--- src/rtl/alu_pkg.sv ---
// Shared ALU definitions: control codes, requester IDs and the request bundle
// used by the ALU arbiter and its users.
package alu_pkg;

    localparam int ALU_W = 32;

    localparam logic [3:0] ALU_ADD   = 4'b0000;
    localparam logic [3:0] ALU_SUB   = 4'b0111;
    localparam logic [3:0] ALU_SLT   = 4'b0100;
    localparam logic [3:0] ALU_SLTU  = 4'b1100;
    localparam logic [3:0] ALU_AND   = 4'b0010;
    localparam logic [3:0] ALU_OR    = 4'b0001;
    localparam logic [3:0] ALU_XOR   = 4'b1001;
    localparam logic [3:0] ALU_LUI   = 4'b0110;
    localparam logic [3:0] ALU_AUIPC = 4'b0101;

    localparam logic ID_REQ0 = 1'b0;
    localparam logic ID_REQ1 = 1'b1;

    typedef struct packed {
        logic [3:0]       control;
        logic [ALU_W-1:0] x;
        logic [ALU_W-1:0] y;
    } alu_req_t;

endpackage

--- src/rtl/rr_arb2.sv ---
// Two-way arbiter: round-robin on ties, or fixed priority to requester 0.
// The last-grant pointer advances only when the granted request is accepted.
module rr_arb2
    import alu_pkg::*;
#(
    parameter int FIXED_PRIO = 0
) (
    input  logic       i_clk,
    input  logic       i_rst_n,
    input  logic [1:0] i_req,
    input  logic       i_accept,
    output logic       o_gnt_valid,
    output logic       o_gnt_id
);

    logic r_last_grant;

    always_comb begin
        o_gnt_valid = |i_req;
        o_gnt_id    = ID_REQ0;
        if (i_req == 2'b11) begin
            o_gnt_id = (FIXED_PRIO != 0) ? ID_REQ0 : ~r_last_grant;
        end else if (i_req[1]) begin
            o_gnt_id = ID_REQ1;
        end
    end

    // Reset to REQ1 so that the first tie after reset goes to REQ0.
    always_ff @(posedge i_clk or negedge i_rst_n) begin
        if (!i_rst_n) begin
            r_last_grant <= ID_REQ1;
        end else if (i_accept) begin
            r_last_grant <= o_gnt_id;
        end
    end

endmodule

--- src/rtl/alu_arbiter.sv ---
// Shares one combinational ALU between two valid/ready requesters and
// registers the result into a one-entry response buffer tagged with the ID.
module alu_arbiter
    import alu_pkg::*;
#(
    parameter int W          = 32,
    parameter int FIXED_PRIO = 0
) (
    input  logic         CLK,
    input  logic         RST_N,
    input  logic         REQ0_VALID,
    output logic         REQ0_READY,
    input  logic [3:0]   REQ0_CONTROL,
    input  logic [W-1:0] REQ0_X,
    input  logic [W-1:0] REQ0_Y,
    input  logic         REQ1_VALID,
    output logic         REQ1_READY,
    input  logic [3:0]   REQ1_CONTROL,
    input  logic [W-1:0] REQ1_X,
    input  logic [W-1:0] REQ1_Y,
    output logic [3:0]   ALU_CONTROL,
    output logic [W-1:0] ALU_X,
    output logic [W-1:0] ALU_Y,
    input  logic [W-1:0] ALU_RESULTADO,
    input  logic         ALU_ZERO,
    output logic         RSP_VALID,
    input  logic         RSP_READY,
    output logic         RSP_ID,
    output logic [W-1:0] RSP_RESULTADO,
    output logic         RSP_ZERO
);

    logic         w_gnt_valid;
    logic         w_gnt_id;
    logic         w_can_accept;
    logic         w_accept;
    logic         r_rsp_valid;
    logic         r_rsp_id;
    logic         r_rsp_zero;
    logic [W-1:0] r_rsp_resultado;

    // Gated by reset so no request is acknowledged while the block is held in reset.
    assign w_can_accept = RST_N && (!r_rsp_valid || RSP_READY);
    assign w_accept     = w_can_accept && w_gnt_valid;

    rr_arb2 #(.FIXED_PRIO(FIXED_PRIO)) u_arb (
        .i_clk       (CLK),
        .i_rst_n     (RST_N),
        .i_req       ({REQ1_VALID, REQ0_VALID}),
        .i_accept    (w_accept),
        .o_gnt_valid (w_gnt_valid),
        .o_gnt_id    (w_gnt_id)
    );

    assign REQ0_READY = w_accept && (w_gnt_id == ID_REQ0);
    assign REQ1_READY = w_accept && (w_gnt_id == ID_REQ1);

    // Idle ALU sees ADD 0+0 so its inputs do not toggle without a grant.
    always_comb begin
        ALU_CONTROL = ALU_ADD;
        ALU_X       = '0;
        ALU_Y       = '0;
        if (w_gnt_valid) begin
            if (w_gnt_id == ID_REQ1) begin
                ALU_CONTROL = REQ1_CONTROL;
                ALU_X       = REQ1_X;
                ALU_Y       = REQ1_Y;
            end else begin
                ALU_CONTROL = REQ0_CONTROL;
                ALU_X       = REQ0_X;
                ALU_Y       = REQ0_Y;
            end
        end
    end

    always_ff @(posedge CLK or negedge RST_N) begin
        if (!RST_N) begin
            r_rsp_valid     <= 1'b0;
            r_rsp_id        <= ID_REQ0;
            r_rsp_resultado <= '0;
            r_rsp_zero      <= 1'b0;
        end else if (w_accept) begin
            r_rsp_valid     <= 1'b1;
            r_rsp_id        <= w_gnt_id;
            r_rsp_resultado <= ALU_RESULTADO;
            r_rsp_zero      <= ALU_ZERO;
        end else if (RSP_READY) begin
            r_rsp_valid <= 1'b0;
        end
    end

    assign RSP_VALID     = r_rsp_valid;
    assign RSP_ID        = r_rsp_id;
    assign RSP_RESULTADO = r_rsp_resultado;
    assign RSP_ZERO      = r_rsp_zero;

endmodule
--- config.mk ---
export PLATFORM = sky130hd
export DESIGN_NAME = alu_arbiter
export DESIGN_NICKNAME = d
export VERILOG_FILES = /design/src/rtl/alu_pkg.sv /design/src/rtl/rr_arb2.sv /design/src/rtl/alu_arbiter.sv
export SDC_FILE = /design/constraint.sdc
export NUM_CORES = 1
export LEC_CHECK = 0
export CAP_MARGIN = 40
export CORE_ASPECT_RATIO = 0.5
export CORE_MARGIN = 1.5
export CORE_UTILIZATION = 30
export CTS_BUF_LIST = sky130_fd_sc_hd__clkbuf_8 sky130_fd_sc_hd__clkbuf_16
export CTS_CLUSTER_DIAMETER = 50
export DETAILED_ROUTE_END_ITERATION = 7
export PLACE_DENSITY = 0.82
export SYNTH_ARGS = -nofsm -noshare
export SYNTH_HDL_FRONTEND = slang
export SYNTH_HIERARCHICAL = 1
export SYNTH_SLANG_ARGS = --single-unit
export TNS_END_PERCENT = 100
--- constraint.sdc ---
create_clock -name CLK -period 1.8 [get_ports CLK]
set_input_delay 0.36 -clock CLK [delete_from_list [all_inputs] [get_ports CLK]]
set_output_delay 0.36 -clock CLK [all_outputs]
set_load 0.02 [all_outputs]
# After elaboration in Yosys (flattened, before gate mapping)
# Index checks and enable logic that the tools add are counted.
dict set report op_classes {
  bitwise 2
  shift 0
  reduce_logical 8
  n_div 0
  mux 10
  n_lt_le_gt_ge 0
  mul 0
  n_addsub 0
  eq_ne 1
}
# operator n
set op_table {}
lappend op_table {{32-bit two-way mux} 4}
lappend op_table {{4-bit two-way mux} 2}
lappend op_table {{1-bit logical AND} 4}
lappend op_table {{1-bit two-way mux} 4}
lappend op_table {{2-bit == test, second input constant} 1}
lappend op_table {{1-bit inverter} 2}
lappend op_table {{2-bit nonzero test} 1}
lappend op_table {{2-bit OR reduction} 1}
lappend op_table {{1-bit logical NOT} 1}
lappend op_table {{1-bit logical OR} 1}
dict set report totals {
  output_inout_bits 105
  mem_count 0
  in_bits 174
  ram_bits 0
  reg_bits 36
  wordCells 26
  romBits 0
  latchBits 0
}

# Longest topological paths before layout
# Gate-level depths: netlist of run 1.
dict set report logic_depth {
  ltp_word 5
  ltp_mapped 6
  ltp_nobuf 4
}

# By module
# The synthesis of run 1 kept the hierarchy.
# mod area_per_inst_um2 cells_per_inst n_inst seq_area_each_um2
set by_module_without_submodules {}
lappend by_module_without_submodules {alu_arbiter 2670.1 230 1 875.8}
lappend by_module_without_submodules {rr_arb2 58.8 4 1 26.3}

# Least setup slack after synthesis of run 1
# OpenSTA, ideal clock, no wires.
dict set report synth_path {
  kind {register -> output}
  startpoint {reg u_arb.r_last_grant}
  endpoint {out ALU_Y[14]}
  arrival_ps 1384
  stages_incl_launch_ff 6
  required_time_ps 1440
  setup_slack_ps 56
  path_cell_list {dfstp_2 > a21boi_2 > buf_2 > buf_2 > mux2i_1 > nor2b_1}
}
dict set report synth_via {
  elab_chain_cells 4
}
# item line
set synth_lines {}
lappend synth_lines {{from (decl)} rr_arb2.sv:16} ;# logic r_last_grant;
lappend synth_lines {{from (signal assigned)} rr_arb2.sv:33} ;# r_last_grant <= o_gnt_id;
lappend synth_lines {{1-bit inverter} rr_arb2.sv:22} ;# o_gnt_id = (FIXED_PRIO != 0) ? ID_REQ0 : ~r_last_grant;
lappend synth_lines {{1-bit two-way mux} rr_arb2.sv:21} ;# if (i_req == 2'b11) begin
lappend synth_lines {{net w_gnt_id} alu_arbiter.sv:34} ;# logic w_gnt_id;
lappend synth_lines {{32-bit two-way mux} alu_arbiter.sv:64} ;# if (w_gnt_id == ID_REQ1) begin
lappend synth_lines {{32-bit two-way mux} alu_arbiter.sv:63} ;# if (w_gnt_valid) begin
lappend synth_lines {{to (decl)} alu_arbiter.sv:23} ;# output logic [W-1:0] ALU_Y,
# The timed path passes the listed nets, and every way through them passes these cells.

# Worst setup path in the final report of run 1
dict set report layout_path {
  startpoint {reg u_arb.r_last_grant}
  endpoint {out ALU_X[10]}
}
dict set report layout_via {
  elab_chain_cells 4
}
# item line
set layout_lines {}
lappend layout_lines {{1-bit inverter} rr_arb2.sv:22}
lappend layout_lines {{1-bit two-way mux} rr_arb2.sv:21}
lappend layout_lines {{net w_gnt_id} alu_arbiter.sv:34}
lappend layout_lines {{32-bit two-way mux} alu_arbiter.sv:64}
lappend layout_lines {{32-bit two-way mux} alu_arbiter.sv:63}
lappend layout_lines {{to (decl)} alu_arbiter.sv:22} ;# output logic [W-1:0] ALU_X,
# The timed path passes the listed nets, and every way through them passes these cells.

==> metrics, run 1 <==
Logic pwr share 54.4%; die outline width 138 um; routed len/inst 17.2 um; count of different cell masters after synthesis 18; Top Ports 279; FMAX 0.468 GHz; worst min-delay path class input pin to async pin; all-layer global routing usage 22.5%; TritonCTS clock tree yes; post-detail-place hpwl 8390 um; CTS H-Tree Depth 2; Final Worst Setup Slack -337 ps; met1 capacity usage during global routing 25.7%; core footprint 8770 um2; GR Util met3 3.92%; residual DRC count 0; first-pass iteration count of the detailed router 4; Period minus WS final 2140 ps; peak supply drop 0.000510 V; peak-usage layer in the global routing report met2; RSZ-0062 raised after global routing yes; Place WS -893 ps; total number of yosys warnings 6; crit path DAT 1780 ps; Max Buffers Root-to-Sink 2; area used by multi-input combinational logic 1750 um2; count of pins over their slew limit 0; portion of synthesized cell area occupied by the leading cell type 32.1%; post-synthesis sequential area ratio 33.1%; die extent in y 70.4 um; clock buffers created by TritonCTS 5; Detailed Route WL 11100 um; normalized max-slew margin 69.8%; final-stage net count 702; 1st-iter DRT viols 82; routability-driven placement congestion ratio 0.792; part of the power in registers 25.7%; total of buffers placed on input and output ports 278; post-route clock period utilization 119%; wire length of the first global-routing pass 16700 um; status finished, violations left; diode insertion count for antenna repair 0; post-detailed-route via-to-cell ratio 4.37; Worst Path Required 1440 ps; gr ovfl total 0; number of standard cells after synthesis 234; root buffer cell sky130_fd_sc_hd__clkbuf_16; crit path launch type flip-flop; Util after Layout 67.7%; total count of hold-check failures in the final report 0; later-pin clock latency in the skew report 280 ps; number of violations of the max-capacitance limit 0; count of nets left with antenna violations after detail routing 0; maximum fanout count along the critical path 8; endpoint class of the critical path output port; power density of the placed cells 687 nW/um2; flip-flop and latch area 902 um2; violations in the final reports negative setup slack; number of global-route vias before repair 3032; post-synthesis sequential element count 36; cell taking the most area after synthesis sky130_fd_sc_hd__dfrtp_1; CTS clk-pin slew, worst paths 50 ps; number of fill cells in the layout 696; switching pwr 1.32 mW; switching fraction of total power 32.5%; proportion of layout cells with a drive suffix above 1 27.4%; critical path type flip-flop to output port; clock group share of total power 19.8%; maximum number of pins on one net before global-route repair 47; top post-synthesis cells by area sky130_fd_sc_hd__dfrtp_1 32%, sky130_fd_sc_hd__mux2i_1 25%, sky130_fd_sc_hd__nor2b_1 16%; Die Area 9710 um2; Hold-fix buffers, CTS 0; synth-to-layout area growth 118%; starting density of the core 31.1%; via count 2820; Netlist Area Pre-Place 2730 um2; slew at the pin closest to its max-slew limit 453 ps; total power consumption of the routed design 4.08 mW; leakage power 2.64 nW; final-report setup violation count 70; Syn Area/Cell 11.7 um2; final setup skew 4.74 ps; initial antenna violation count 0; number of clock sinks seen by CTS 36; internal power summed over all cells 2.75 mW; total number of placement rows 24; Post-Route Setup TNS -17250 ps; nets in the synthesized netlist 408; GR met2 Demand/Resource 42.9%
worst max-delay path: stages, from the launching register on:
cell,delay (ps)
sky130_fd_sc_hd__dfstp_2,560
sky130_fd_sc_hd__a21boi_4,70
sky130_fd_sc_hd__buf_12,130
sky130_fd_sc_hd__buf_4,150
sky130_fd_sc_hd__buf_16,150
sky130_fd_sc_hd__mux2i_1,120
sky130_fd_sc_hd__nor2b_1,150
sky130_fd_sc_hd__buf_4,170
cell usage after synthesis:
| library cell | number |
|---|---|
| sky130_fd_sc_hd__nor2b_1 | 69 |
| sky130_fd_sc_hd__mux2i_1 | 68 |
| sky130_fd_sc_hd__dfrtp_1 | 35 |
| sky130_fd_sc_hd__mux2_4 | 28 |
| sky130_fd_sc_hd__mux2_1 | 7 |
| sky130_fd_sc_hd__buf_2 | 6 |
| sky130_fd_sc_hd__buf_4 | 5 |
| sky130_fd_sc_hd__clkbuf_1 | 4 |
| sky130_fd_sc_hd__buf_12 | 3 |
| sky130_fd_sc_hd__a21boi_2 | 1 |
| sky130_fd_sc_hd__and2_1 | 1 |
| sky130_fd_sc_hd__buf_6 | 1 |
| sky130_fd_sc_hd__dfstp_2 | 1 |
| sky130_fd_sc_hd__nand2_1 | 1 |
| sky130_fd_sc_hd__nand2_2 | 1 |
| sky130_fd_sc_hd__nand2b_4 | 1 |
| sky130_fd_sc_hd__nor2b_4 | 1 |
| sky130_fd_sc_hd__or2_1 | 1 |
path summary, 6_finish.rpt:
check                                          startpoint                        endpoint  slack (ps)  cells past startpoint
min                                                 RST_N    RSP_RESULTADO[7]$_DFFE_PN0P_         180                      2
min in group CLK                                    RST_N           RSP_VALID$_DFFE_PN0P_         490                      4
min reg2reg                 RSP_RESULTADO[23]$_DFFE_PN0P_   RSP_RESULTADO[23]$_DFFE_PN0P_         490                      1
max reg2reg                u_arb/r_last_grant$_DFFE_PN1P_              RSP_ID$_DFFE_PN0P_         250                      6
max in group asynchronous                           RST_N  u_arb/r_last_grant$_DFFE_PN1P_        1280                      2
max                        u_arb/r_last_grant$_DFFE_PN1P_                       ALU_X[10]        -340                      7
metrics by stage:
stage               hold WS, ps  std cells  area, um2
global placement            469        625       5680
floorplan                  64.4        234       2730
finish                      179        646       5940
global route                219        646       5940
CTS                         194        644       5930
detailed placement          474        625       5680
registers in the layout, summed over array words and instances, names as in the netlist:
| signal | flops |
|---|---|
| RSP_RESULTADO | 32 |
| RSP_ID | 1 |
| RSP_VALID | 1 |
| RSP_ZERO | 1 |
| u_arb/r_last_grant | 1 |
cell families (layout without fill, tap and decap cells):
kind of cell,Yosys count,in the layout,synth area share (%)
DFF,36,36,33.1
and+or+nand+nor,75,75,17.7
AOI/OAI and AO/OA,1,1,0.413
buffers and inverters,19,314,5.64
muxes,103,103,43.2
what timing repair did:
action / in CTS / in global routing
cloned: 4 / 0
endpoints found under the setup margin: 105 / 77
pin swaps: 1 / 0
setup buffers: 7 / 4
gates resized for setup: 369 / 13
metal layers:
layer	vias to the layer above	wire (um)	part of all wire, %
met5	-	0	0
met4	0	152	1.4
met3	13	513	4.6
met2	99	6170	56
met1	1316	4280	39
li1	1392	-	-
layout by cell type (no fill, tap or decap), types with 2 or more instances in the layout:
master / count
sky130_fd_sc_hd__dfrtp_1: 35
sky130_fd_sc_hd__buf_8: 2
sky130_fd_sc_hd__buf_4: 81
sky130_fd_sc_hd__mux2_1: 7
sky130_fd_sc_hd__mux2i_4: 5
sky130_fd_sc_hd__mux2_4: 28
sky130_fd_sc_hd__dlygate4sd2_1: 2
sky130_fd_sc_hd__buf_12: 7
sky130_fd_sc_hd__clkbuf_16: 5
sky130_fd_sc_hd__mux2i_1: 62
sky130_fd_sc_hd__clkdlybuf4s50_1: 205
sky130_fd_sc_hd__buf_16: 2
sky130_fd_sc_hd__buf_6: 5
sky130_fd_sc_hd__nor2b_4: 2
sky130_fd_sc_hd__inv_1: 2
sky130_fd_sc_hd__nor2b_1: 68
power groups by stage:
stage	Combinational, mW	Sequential (mW)	Clock (mW)
3_5_place_dp	2.12	1.05	0
6_report	2.22	1.05	0.809
5_1_grt	2.34	1.07	0.865
3_3_place_gp	2.10	1.05	0
4_1_cts	2.23	1.05	0.825
2_1_floorplan	0.817	1.22	0
final cells by class:
| type | instances | area share (%) |
|---|---|---|
| Clock buffer | 5 | 2.11 |
| Sequential cell | 36 | 15.2 |
| Tap cell | 117 | 2.47 |
| Timing Repair Buffer | 306 | 50.5 |
| Multi-Input combinational cell | 179 | 29.5 |
| Clock inverter | 3 | 0.211 |
Note: power is estimated with default switching activity, not from simulation.
==> run 2: changes to the inputs <==
--- a/config.mk
+++ b/config.mk
@@ -8,11 +8,11 @@
 export CAP_MARGIN = 40
 export CORE_ASPECT_RATIO = 0.5
 export CORE_MARGIN = 1.5
-export CORE_UTILIZATION = 30
+export CORE_UTILIZATION = 25
 export CTS_BUF_LIST = sky130_fd_sc_hd__clkbuf_8 sky130_fd_sc_hd__clkbuf_16
 export CTS_CLUSTER_DIAMETER = 50
 export DETAILED_ROUTE_END_ITERATION = 7
-export PLACE_DENSITY = 0.82
+export PLACE_DENSITY = 0.7
 export SYNTH_ARGS = -nofsm -noshare
 export SYNTH_HDL_FRONTEND = slang
 export SYNTH_HIERARCHICAL = 1
==> metrics, run 2 (synthesized netlist as in run 1, its figures left out) <==
status finished, violations left; violations in the final reports negative setup slack; number of buffer and inverter instances along the worst setup path 4; most common library cell in the layout ignoring fill and taps sky130_fd_sc_hd__clkdlybuf4s50_1; Hold-fix buffers, CTS 0; crit path launch type flip-flop; total count of hold-check failures in the final report 0; Post-Route Setup TNS -16810 ps; via count 2838; peak supply drop 0.000433 V; total power consumption of the routed design 4.24 mW; maximum number of pins on one net before global-route repair 37; critical path type flip-flop to output port; gr ovfl total 0; leading cell types in the layout, fill and taps excluded 204 x sky130_fd_sc_hd__clkdlybuf4s50_1, 76 x sky130_fd_sc_hd__buf_4, 67 x sky130_fd_sc_hd__nor2b_1, 63 x sky130_fd_sc_hd__mux2i_1, 35 x sky130_fd_sc_hd__dfrtp_1; count of nets left with antenna violations after detail routing 0; Detailed Route WL 10800 um; Final Worst Setup Slack -321 ps; root buffer cell sky130_fd_sc_hd__clkbuf_16; number of flip-flops under the largest register name 32; number of global-route vias before repair 3019; path length in cells of the critical path 7; number of clock sinks seen by CTS 36; diode insertion count for antenna repair 0; Worst Path Required 1440 ps; TritonCTS clock tree yes; normalized max-slew margin 70.3%; post-route clock period utilization 118%; core footprint 10400 um2; clock buffers created by TritonCTS 5; number of fill cells in the layout 961; maximum fanout count along the critical path 5; Inst Count DP 643; post-route non-filler standard cell count 670; post-detailed-route via-to-cell ratio 4.24; starting density of the core 26.2%; worst stage delay on the critical path 560 ps; CTS H-Tree Depth 2; post-detail-place hpwl 7720 um; later-pin clock latency in the skew report 280 ps; endpoint class of the critical path output port; count of pins over their slew limit 0; cell family with most CP delay flip-flops; ordered list of cells on the worst path a21boi_4 -> buf_12 -> buf_8 -> buf_12 -> mux2i_4 -> nor2b_1 -> buf_4; Die Area 11600 um2; cell occurring most often along the worst timing path sky130_fd_sc_hd__buf_12; slowest stage cell on the critical path sky130_fd_sc_hd__dfstp_2; die extent in y 76.9 um; 1st-iter DRT viols 93; FMAX 0.472 GHz; leakage power 2.70 nW; first-pass iteration count of the detailed router 4; residual DRC count 0; routed len/inst 16.1 um; crit path DAT 1760 ps; power density of the placed cells 699 nW/um2; final setup skew 3.29 ps; flip-flop and latch area 902 um2; routability-driven placement congestion ratio 0.787; Period minus WS final 2120 ps; CTS clk-pin slew, worst paths 60 ps; all-layer global routing usage 18.0%; total number of placement rows 26; number of violations of the max-capacitance limit 0; total of buffers placed on input and output ports 278; RSZ-0062 raised after global routing yes; final-report setup violation count 70; area used by multi-input combinational logic 1740 um2; synth-to-layout area growth 123%; wire length of the first global-routing pass 16200 um; final-stage net count 703; Top Ports 279; initial antenna violation count 0; Place WS -851 ps; Max Buffers Root-to-Sink 2; slew at the pin closest to its max-slew limit 445 ps; worst min-delay path class input pin to async pin; Fin Hold WS 157 ps; die outline width 151 um; depth of the most critical reg-to-reg path 4; proportion of layout cells with a drive suffix above 1 28.1%
[run 2: cell type report]
type	instances	area share (%)
clock buffer	5	2.06
clock inverter	3	0.639
multi-input combinational	179	28.7
sequential	36	14.9
tap	140	2.88
timing repair buffer	307	50.9
[run 2: timing repair]
action                     CTS  global route
resized for setup          380            11
setup buffers               11             3
pin swaps                    1             1
gates cloned                 8             1
setup endpoints to repair  104            78
[run 2: final timing paths]
kind	start	end	slack, ps
max in group asynchronous	RST_N	u_arb/r_last_grant$_DFFE_PN1P_	1290
hold / removal	RST_N	RSP_RESULTADO[14]$_DFFE_PN0P_	160
min in group CLK	RST_N	RSP_VALID$_DFFE_PN0P_	480
setup reg to reg	RSP_VALID$_DFFE_PN0P_	RSP_RESULTADO[21]$_DFFE_PN0P_	260
hold reg to reg	RSP_RESULTADO[17]$_DFFE_PN0P_	RSP_RESULTADO[17]$_DFFE_PN0P_	480
setup / recovery	u_arb/r_last_grant$_DFFE_PN1P_	ALU_Y[23]	-320
[run 2: metrics by stage]
step / utilization (%) / cell area, um2
finish: 58.3 / 6070
global route: 58.3 / 6070
CTS: 58.2 / 6060
detailed placement: 54.3 / 5650
global placement: 54.3 / 5650
floorplan: - / 2730
[run 2: where the power goes]
| part | internal, mW | leakage [nW] | total [mW] | switching (mW) |
|---|---|---|---|---|
| clock network | 0.645 | 0.0850 | 0.961 | 0.316 |
| registers | 0.960 | 0.421 | 1.05 | 0.0853 |
| logic | 1.32 | 2.19 | 2.24 | 0.920 |
| total | 2.92 | 2.70 | 4.24 | 1.32 |
[run 2: metal layers]
layer / vias to the layer above / share of wire [%] / track usage [%]
li1: 1392 / - / -
met1: 1338 / 41 / 21.8
met3: 14 / 5.0 / 2.38
met4: 0 / 1.5 / 4.76
met2: 94 / 53 / 33.3
met5: - / 0 / 0
==> run 3: changes to the inputs <==
--- a/config.mk
+++ b/config.mk
@@ -13,6 +13,7 @@
 export CTS_CLUSTER_DIAMETER = 50
 export DETAILED_ROUTE_END_ITERATION = 7
 export PLACE_DENSITY = 0.7
+export SLEW_MARGIN = 20
 export SYNTH_ARGS = -nofsm -noshare
 export SYNTH_HDL_FRONTEND = slang
 export SYNTH_HIERARCHICAL = 1
==> results of run 3 <==
Final layout, timing and power as in run 2 (identical DEF).
